File: src/rtl/fetch_sequencer.sv
// Fetch sequencer: owns the fetch PC and keeps at most one request in flight
// to instruction memory. Fetched words go into a 2-entry buffer toward decode.
// Branch/jump redirects from execute flush the buffer and drop any in-flight
// response.
// Optional build macro FETCH_PERF_CNT_EN adds the perf_fetched and
// perf_flushed event counters.
module fetch_sequencer #(
   parameter int              XLEN     = 32,
   parameter logic [XLEN-1:0] RESET_PC = '0
) (
   input  logic            clk,
   input  logic            reset,
   input  logic            redirect_valid,
   input  logic [XLEN-1:0] redirect_target,
   output logic            mem_req,
   output logic [XLEN-1:0] mem_addr,
   input  logic            mem_gnt,
   input  logic            mem_rvalid,
   input  logic [XLEN-1:0] mem_rdata,
   output logic            if_valid,
   input  logic            if_ready,
   output logic [XLEN-1:0] if_instr,
   output logic [XLEN-1:0] if_pc,
`ifdef FETCH_PERF_CNT_EN
   output logic [31:0]     perf_fetched,
   output logic [31:0]     perf_flushed,
`endif
   output logic            misalign_err
);

   // REQ may issue a request, WAIT owns one outstanding request,
   // DISCARD owes memory one response that must be thrown away.
   typedef enum logic [1:0] {ST_REQ, ST_WAIT, ST_DISCARD} state_t;

   state_t          state_q;
   logic [XLEN-1:0] pc_q;
   logic [XLEN-1:0] outstandingPc_q;
   logic [1:0]      count_q;
   logic [XLEN-1:0] headInstr_q;
   logic [XLEN-1:0] headPc_q;
   logic [XLEN-1:0] tailInstr_q;
   logic [XLEN-1:0] tailPc_q;

   logic [1:0]      count_d;
   logic [1:0]      countAfterPop;
   logic            pop;
   logic            push;
   logic            grant;
   logic            stillOutstanding;
   logic [XLEN-1:0] redirectPc;

   // The buffer head is visible to decode straight from the registers.
   // When the buffer is empty the head registers keep their last value.
   assign mem_addr = pc_q;
   assign if_valid = (count_q != 2'd0);
   assign if_instr = headInstr_q;
   assign if_pc    = headPc_q;

   // Handshake decode and flow control. mem_req cannot be registered: it has
   // to see this cycle's decode pop so that a full buffer can still issue
   // a request in the same cycle that decode frees a slot.
   always_comb begin
      pop              = 1'b0;
      countAfterPop    = count_q;
      mem_req          = 1'b0;
      grant            = 1'b0;
      push             = 1'b0;
      count_d          = count_q;
      stillOutstanding = 1'b0;
      redirectPc       = {redirect_target[XLEN-1:2], 2'b00};
      misalign_err     = 1'b0;

      pop              = (count_q != 2'd0) && if_ready;
      countAfterPop    = count_q - {1'b0, pop};
      mem_req          = !reset && (state_q == ST_REQ) && !redirect_valid && !countAfterPop[1];
      grant            = mem_req && mem_gnt;
      push             = (state_q == ST_WAIT) && mem_rvalid && !redirect_valid;
      count_d          = redirect_valid ? 2'd0 : (countAfterPop + {1'b0, push});
      stillOutstanding = (state_q != ST_REQ) && !mem_rvalid;
      misalign_err     = !reset && redirect_valid && (redirect_target[1:0] != 2'b00);
   end

   // FSM, fetch PC and the 2-entry buffer. A redirect beats everything else;
   // if a response is still owed we park in DISCARD to swallow it, but a
   // response arriving in the redirect cycle itself is simply ignored.
   always_ff @(posedge clk) begin
      if (reset) begin
         state_q         <= ST_REQ;
         pc_q            <= RESET_PC;
         outstandingPc_q <= '0;
         count_q         <= 2'd0;
         headInstr_q     <= '0;
         headPc_q        <= '0;
         tailInstr_q     <= '0;
         tailPc_q        <= '0;
      end else begin
         count_q <= count_d;

         if (pop && (count_q == 2'd2)) begin
            headInstr_q <= tailInstr_q;
            headPc_q    <= tailPc_q;
         end

         if (push) begin
            if (countAfterPop == 2'd0) begin
               headInstr_q <= mem_rdata;
               headPc_q    <= outstandingPc_q;
            end else begin
               tailInstr_q <= mem_rdata;
               tailPc_q    <= outstandingPc_q;
            end
         end

         if (redirect_valid) begin
            pc_q    <= redirectPc;
            state_q <= stillOutstanding ? ST_DISCARD : ST_REQ;
         end else begin
            case (state_q)
               ST_REQ: begin
                  if (grant) begin
                     outstandingPc_q <= pc_q;
                     pc_q            <= pc_q + XLEN'(4);
                     state_q         <= ST_WAIT;
                  end
               end
               ST_WAIT: begin
                  if (mem_rvalid) state_q <= ST_REQ;
               end
               ST_DISCARD: begin
                  if (mem_rvalid) state_q <= ST_REQ;
               end
               default: state_q <= ST_REQ;
            endcase
         end
      end
   end

`ifdef FETCH_PERF_CNT_EN
   // Event counters: decode handshakes, and work thrown away by redirects.
   // A response already owed in DISCARD was counted by the earlier redirect.
   always_ff @(posedge clk) begin
      if (reset) begin
         perf_fetched <= 32'd0;
         perf_flushed <= 32'd0;
      end else begin
         if (pop) perf_fetched <= perf_fetched + 32'd1;
         if (redirect_valid) begin
            perf_flushed <= perf_flushed + 32'(count_q) + ((state_q == ST_WAIT) ? 32'd1 : 32'd0);
         end
      end
   end
`endif

endmodule

File: config.mk
export PLATFORM = sky130hd
export DESIGN_NAME = fetch_sequencer
export DESIGN_NICKNAME = d
export VERILOG_FILES = /design/src/rtl/fetch_sequencer.sv
export SDC_FILE = /design/constraint.sdc
export NUM_CORES = 1
export LEC_CHECK = 0
export CORE_MARGIN = 4
export CORE_UTILIZATION = 55
export DETAILED_ROUTE_END_ITERATION = 6
export PLACE_DENSITY = 0.93
export SYNTH_ARGS = -nofsm -noshare
export SYNTH_HDL_FRONTEND = slang
export SYNTH_SLANG_ARGS = --single-unit
File: constraint.sdc
create_clock -name clk -period 5.2 [get_ports clk]
set_clock_uncertainty 0.05 [all_clocks]
set_input_delay 1.04 -clock clk [delete_from_list [all_inputs] [get_ports clk]]
set_output_delay 1.04 -clock clk [all_outputs]
set_load 0.05 [all_outputs]
### After elaboration in Yosys (flattened, before gate mapping)

Index checks and enable logic that the tools add are counted.

* bits of input ports: 70
* logic and storage cells: 62
* register bits after elaboration: 196
* output and inout bits: 99

* muxes and demuxes: 14
* equality and inequality tests: 5
* bitwise logic cells: 2
* add/sub/neg operators: 3
* reductions and logical operators: 29

Operators by type and width (count)
* $mux 32: 9
* $add 32x3->32 const B: 1
* $logic_and 1x1->1: 11
* $reduce_bool 2->1: 5
* $mux 2: 4
* $reduce_and 2->1: 4
* $eq 2x2->1 const B: 2
* $logic_not 1->1: 4
* $logic_not 2->1: 2
* $pmux 2 s2: 1
* $reduce_or 2->1: 2
* $ne 3x1->1 const B: 1
* $ne 3x3->1 const B: 1
* $reduce_and 3->1: 1
* $add 2x1->2: 1
* $eq 2x1->1 const B: 1
* $not 1->1: 2
* $sub 2x1->2: 1

### Logic depth before layout (Yosys ltp)

* depth after elaboration: 9
* mapped depth: 10
* gate-level depth less buffers: 8

### Least setup slack after synthesis

OpenSTA, ideal clock, no wires.

* path type: input-to-output
* start point: in redirect_valid
* end point: out misalign_err
* arrival: 2.771 ns
* data required time: 4.110 ns
* slack: 1.339 ns
* buffers on the path: 3
* stages: 5
* path through: buf_2 -> inv_2 -> clkbuf_1 -> buf_1 -> nor3_1

* word-level cells in the longest chain between the ends: 2

RTL lines
* from (decl): line 13 `input logic redirect_valid,`
* $logic_and 1x1->1 (2 in a row): line 80 `misalign_err = !reset && redirect_valid && (redirect_target[1:0] != 2'b00);`
* to (decl): line 28 `output logic misalign_err`

No other way between the ends.

### Worst setup path in the final report

* start point: in if_ready
* end point: out mem_req

* word-level cells in the longest chain between the ends: 4

RTL lines
* from (decl): line 21 `input logic if_ready,`
* $logic_and 1x1->1: line 73 `pop = (count_q != 2'd0) && if_ready;`
* $sub 2x1->2: line 74 `countAfterPop = count_q - {1'b0, pop};`
* $logic_not 1->1: line 75 `mem_req = !reset && (state_q == ST_REQ) && !redirect_valid && !countAfterPop[1];`
* $logic_and 1x1->1: line 75
* to (decl): line 15 `output logic mem_req,`

No other way between the ends.

==> key figures <==
Outcome
  • Status: completed

Global route
  • Vias in the first global route: 7013
  • Largest net degree at the start of global routing: 127
  • Initial antenna violation count: 0
  • Total track usage: 0.2626
  • Global-route wire length before repair: 35080 µm
  • Total gr overflow: 0

Placement
  • GP Congestion: ~0.90
  • Input/output buffers: 166
  • Post-DP Area: 9659 µm²
  • Hpwl dp: 13730 µm

Clock tree
  • Worst-path clk slew: 60 ps
  • Hold-fix buffers, CTS: 0
  • CTS tree: done
  • CTS Buf Count: 17
  • Sink Count: 190
  • Worst-Skew Late Latency: about 430 ps
  • Post-CTS Setup Inserts: 0
  • CTS Buffer Depth: 2
  • Clk Tree Root Cell: clkbuf_16
  • Htree depth: 4
  • Post-CTS resize count: 0

Run
  • Max_cap viols: 0

Logic synthesis
  • #FFs+latches synth: 190
  • FFs w/ async S/R, synth: 0
  • Number of unique standard cell types used by synthesis: 53
  • Ys flop type: dfxtp_1
  • Avg Inst Size Synth: 8.466 µm²
  • Post-synthesis cell area: 8000 µm²
  • Mapped Cells: 945
  • Ys Warns: 0
  • EDFF count, synth: 0
  • Seq/Total Area, Yosys: 0.4754

Finish
  • ANT cells: 0
  • Fin area: 10240 µm²
  • Share of cells above drive strength 1: 0.05762
  • Area delta synth->final: 27.96%
  • Fillers: 1009
  • Final nets: roughly 1100

Power and ir drop
  • Worst ir drop on vdd: 0.2229 mV
  • Leak: 3.970 nW
  • Power Dens Cells: just over 300 nW/µm²

STA
  • Final min period: 4401 ps
  • Final Hold Viols: 0
  • Least-Margin Pin Slew: between 1000 and 1500 ps
  • Final setup fails: 0
  • Fin. max-slew vios: 0
  • Worst relative slew slack: 0.2807
  • Achievable Freq: approximately 230 MHz
  • Tcrit/Tclk final: 0.8464
  • RSZ-0062 raised after global routing: no
  • Setup_tns: 0 ps

Floorplan
  • Rows: 43
  • Die Area: 16540 µm²
  • Io pins: approximately 170
  • Core Box Area: 14040 µm²
  • Die W: 128.6 µm
  • Die Span Y: about 130 µm
  • Initial Util: 0.5697

Route
  • Avg WL per Cell: 17.30 µm
  • Routed via count: 7334
  • Post-Route WL: 21730 µm
  • Starting DRT DRC Count: 853
  • DR pass1 iterations: 6
  • Post-DR vias/cell: 5.839
  • Residual DRC count: 0
  • Antenna Violating Nets Remaining: 0

Critical path
  • Startpoint Class: primary input
  • FF-to-FF End: mem_addr[22]$_SDFFE_PP0P_
  • Arrival @ worst endpoint: between 3000 and 4000 ps
  • R2r setup slk: about 2000 ps
  • Setup CP Type: primary input to output pin
  • Worst Path Max Fanout: 4
  • Crit end category: output pin
  • Reg2reg path depth: 9
  • CP required: 4110 ps
  • FF-to-FF Start: count_q[1]$_SDFF_PP0_

Min path
  • Hold Path Sink: tailInstr_q[23]$_SDFFE_PP0P_
  • WHS Path Cells: 2
  • Worst min path class: flip-flop to flip-flop
  • Hold path start: tailInstr_q[23]$_SDFFE_PP0P_
[synth_stat cells (2+ instances only)]
cell type	n	area (µm²)
nor4_1	7	43.79
nor3_1	7	35.03
buf_1	5	18.77
a21oi_1	107	535.5
and4_1	3	26.28
clkbuf_1	43	161.4
xor2_1	11	96.34
and2_1	6	37.54
mux2i_1	62	620.6
o311ai_0	3	26.28
nand3_1	15	75.07
buf_4	3	22.52
or3_1	4	25.02
a311oi_1	2	17.52
o21ai_0	8	40.04
nand2_1	208	780.8
o22ai_1	3	18.77
a22oi_1	2	15.01
inv_1	9	33.78
o211ai_1	3	22.52
nand3_2	2	20.02
o32a_1	2	20.02
and3_1	5	31.28
buf_2	22	110.1
dfxtp_1	190	3804
nor2_1	90	337.8
xnor2_1	4	35.03
buf_6	3	33.78
ha_1	5	62.56
a211oi_1	69	518.0
a31oi_1	9	56.30
nand4_1	12	75.07
[layout make-up]
| type | count | area, µm² | share of cell area |
|---|---|---|---|
| inverter | 10 | 37.54 | 0.003667 |
| timing repair buffer | 175 | 1755 | 0.1715 |
| sequential | 190 | 3804 | 0.3715 |
| clock inverter | 15 | 152.6 | 0.01491 |
| clock buffer | 17 | 425.4 | 0.04155 |
| multi-input combinational | 669 | 3837 | 0.3748 |
| tap | 180 | 225.2 | 0.02200 |
[placed cells by master, fill, tap and decap left out, types with 2 or more instances in the layout]
cell and count:
conb_1 2, a211oi_1 69, nand3_1 14, buf_4 7, a311oi_1 2, ha_1 5, nor2_1 89, clkinv_2 3
o32a_1 2, nor3_1 7, a21oi_1 107, xor2_1 11, dfxtp_1 190, o311ai_0 3, o22ai_1 3, or3_1 4
or2_2 2, o21ai_0 8, and3_1 5, and2_1 5, mux2i_1 62, nand2_1 207, nor4_1 7, clkdlybuf4s50_1 165
nand3_4 2, a22oi_1 2, buf_12 2, a31oi_1 9, o211ai_1 3, inv_8 2, and4_1 3, clkinv_4 2
inv_1 9, xnor2_1 4, nand4_1 12, clkbuf_16 17, inv_6 5
[critical path: stages]
cell,delay (ps)
clkdlybuf4s50_1,450
and2_1,160
ha_1,230
xnor2_1,390
and3_1,240
clkdlybuf4s50_1,800
[metrics by stage]
step / util / hold slack [ps] / setup WS, ps / power, mW / std cells
6_report: 0.7290 / 403.9 / 798.9 / 3.102 / 1256
5_1_grt: 0.7290 / 422.9 / 660.9 / 3.206 / 1256
4_1_cts: 0.7290 / 406.4 / 791.4 / 3.112 / 1256
3_5_place_dp: 0.6879 / 396.5 / 804.6 / 1.856 / 1224
3_3_place_gp: 0.6879 / 389.9 / 836.8 / 1.851 / 1224
2_1_floorplan: - / 385.7 / 1339 / 1.724 / 946
[state kept, by name, summed over array words and instances, names as in the netlist]
signal           cells
tailInstr_q         32
tailPc_q            30
mem_addr            30
if_instr            32
count_q              2
if_pc               32
outstandingPc_q     30
state_q              2
[per-layer routing]
layer / global-route usage / share of wire / up-vias
met1: 0.3309 / 0.41 / 3421
li1: - / - / 3513
met3: 0.06642 / 0.079 / 53
met2: 0.4315 / 0.48 / 347
met5: 0 / 0 / -
met4: 0.1081 / 0.032 / 0
[report_power, final]
part	switching [mW]	internal, mW	leakage (nW)	total, mW
Combinational	0.187	0.119	2.15	0.307
Clock	0.596	0.677	0.285	1.27
Sequential	0.0399	1.48	1.54	1.52
[logic make-up after synthesis]
logic type,share of synthesized area
multiplexers,0.07898
buffers and inverters,0.04864
AND/OR/NAND/NOR,0.2036
flip-flops,0.4754
AO/OA/AOI/OAI,0.1666
adder cells (fa/ha/maj),0.007820
other,0.0004687
XOR/XNOR,0.01845
[worst max path at each step]
stage / cells after the start / endpoint / start
after CTS: 6 / mem_req / if_ready
after global routing: 6 / mem_req / if_ready
after floorplan: 5 / misalign_err / redirect_valid
final: 6 / mem_req / if_ready
after detailed placement: 6 / mem_req / if_ready
after global placement: 6 / mem_req / if_ready
Note: power is estimated with default switching activity, not from simulation.
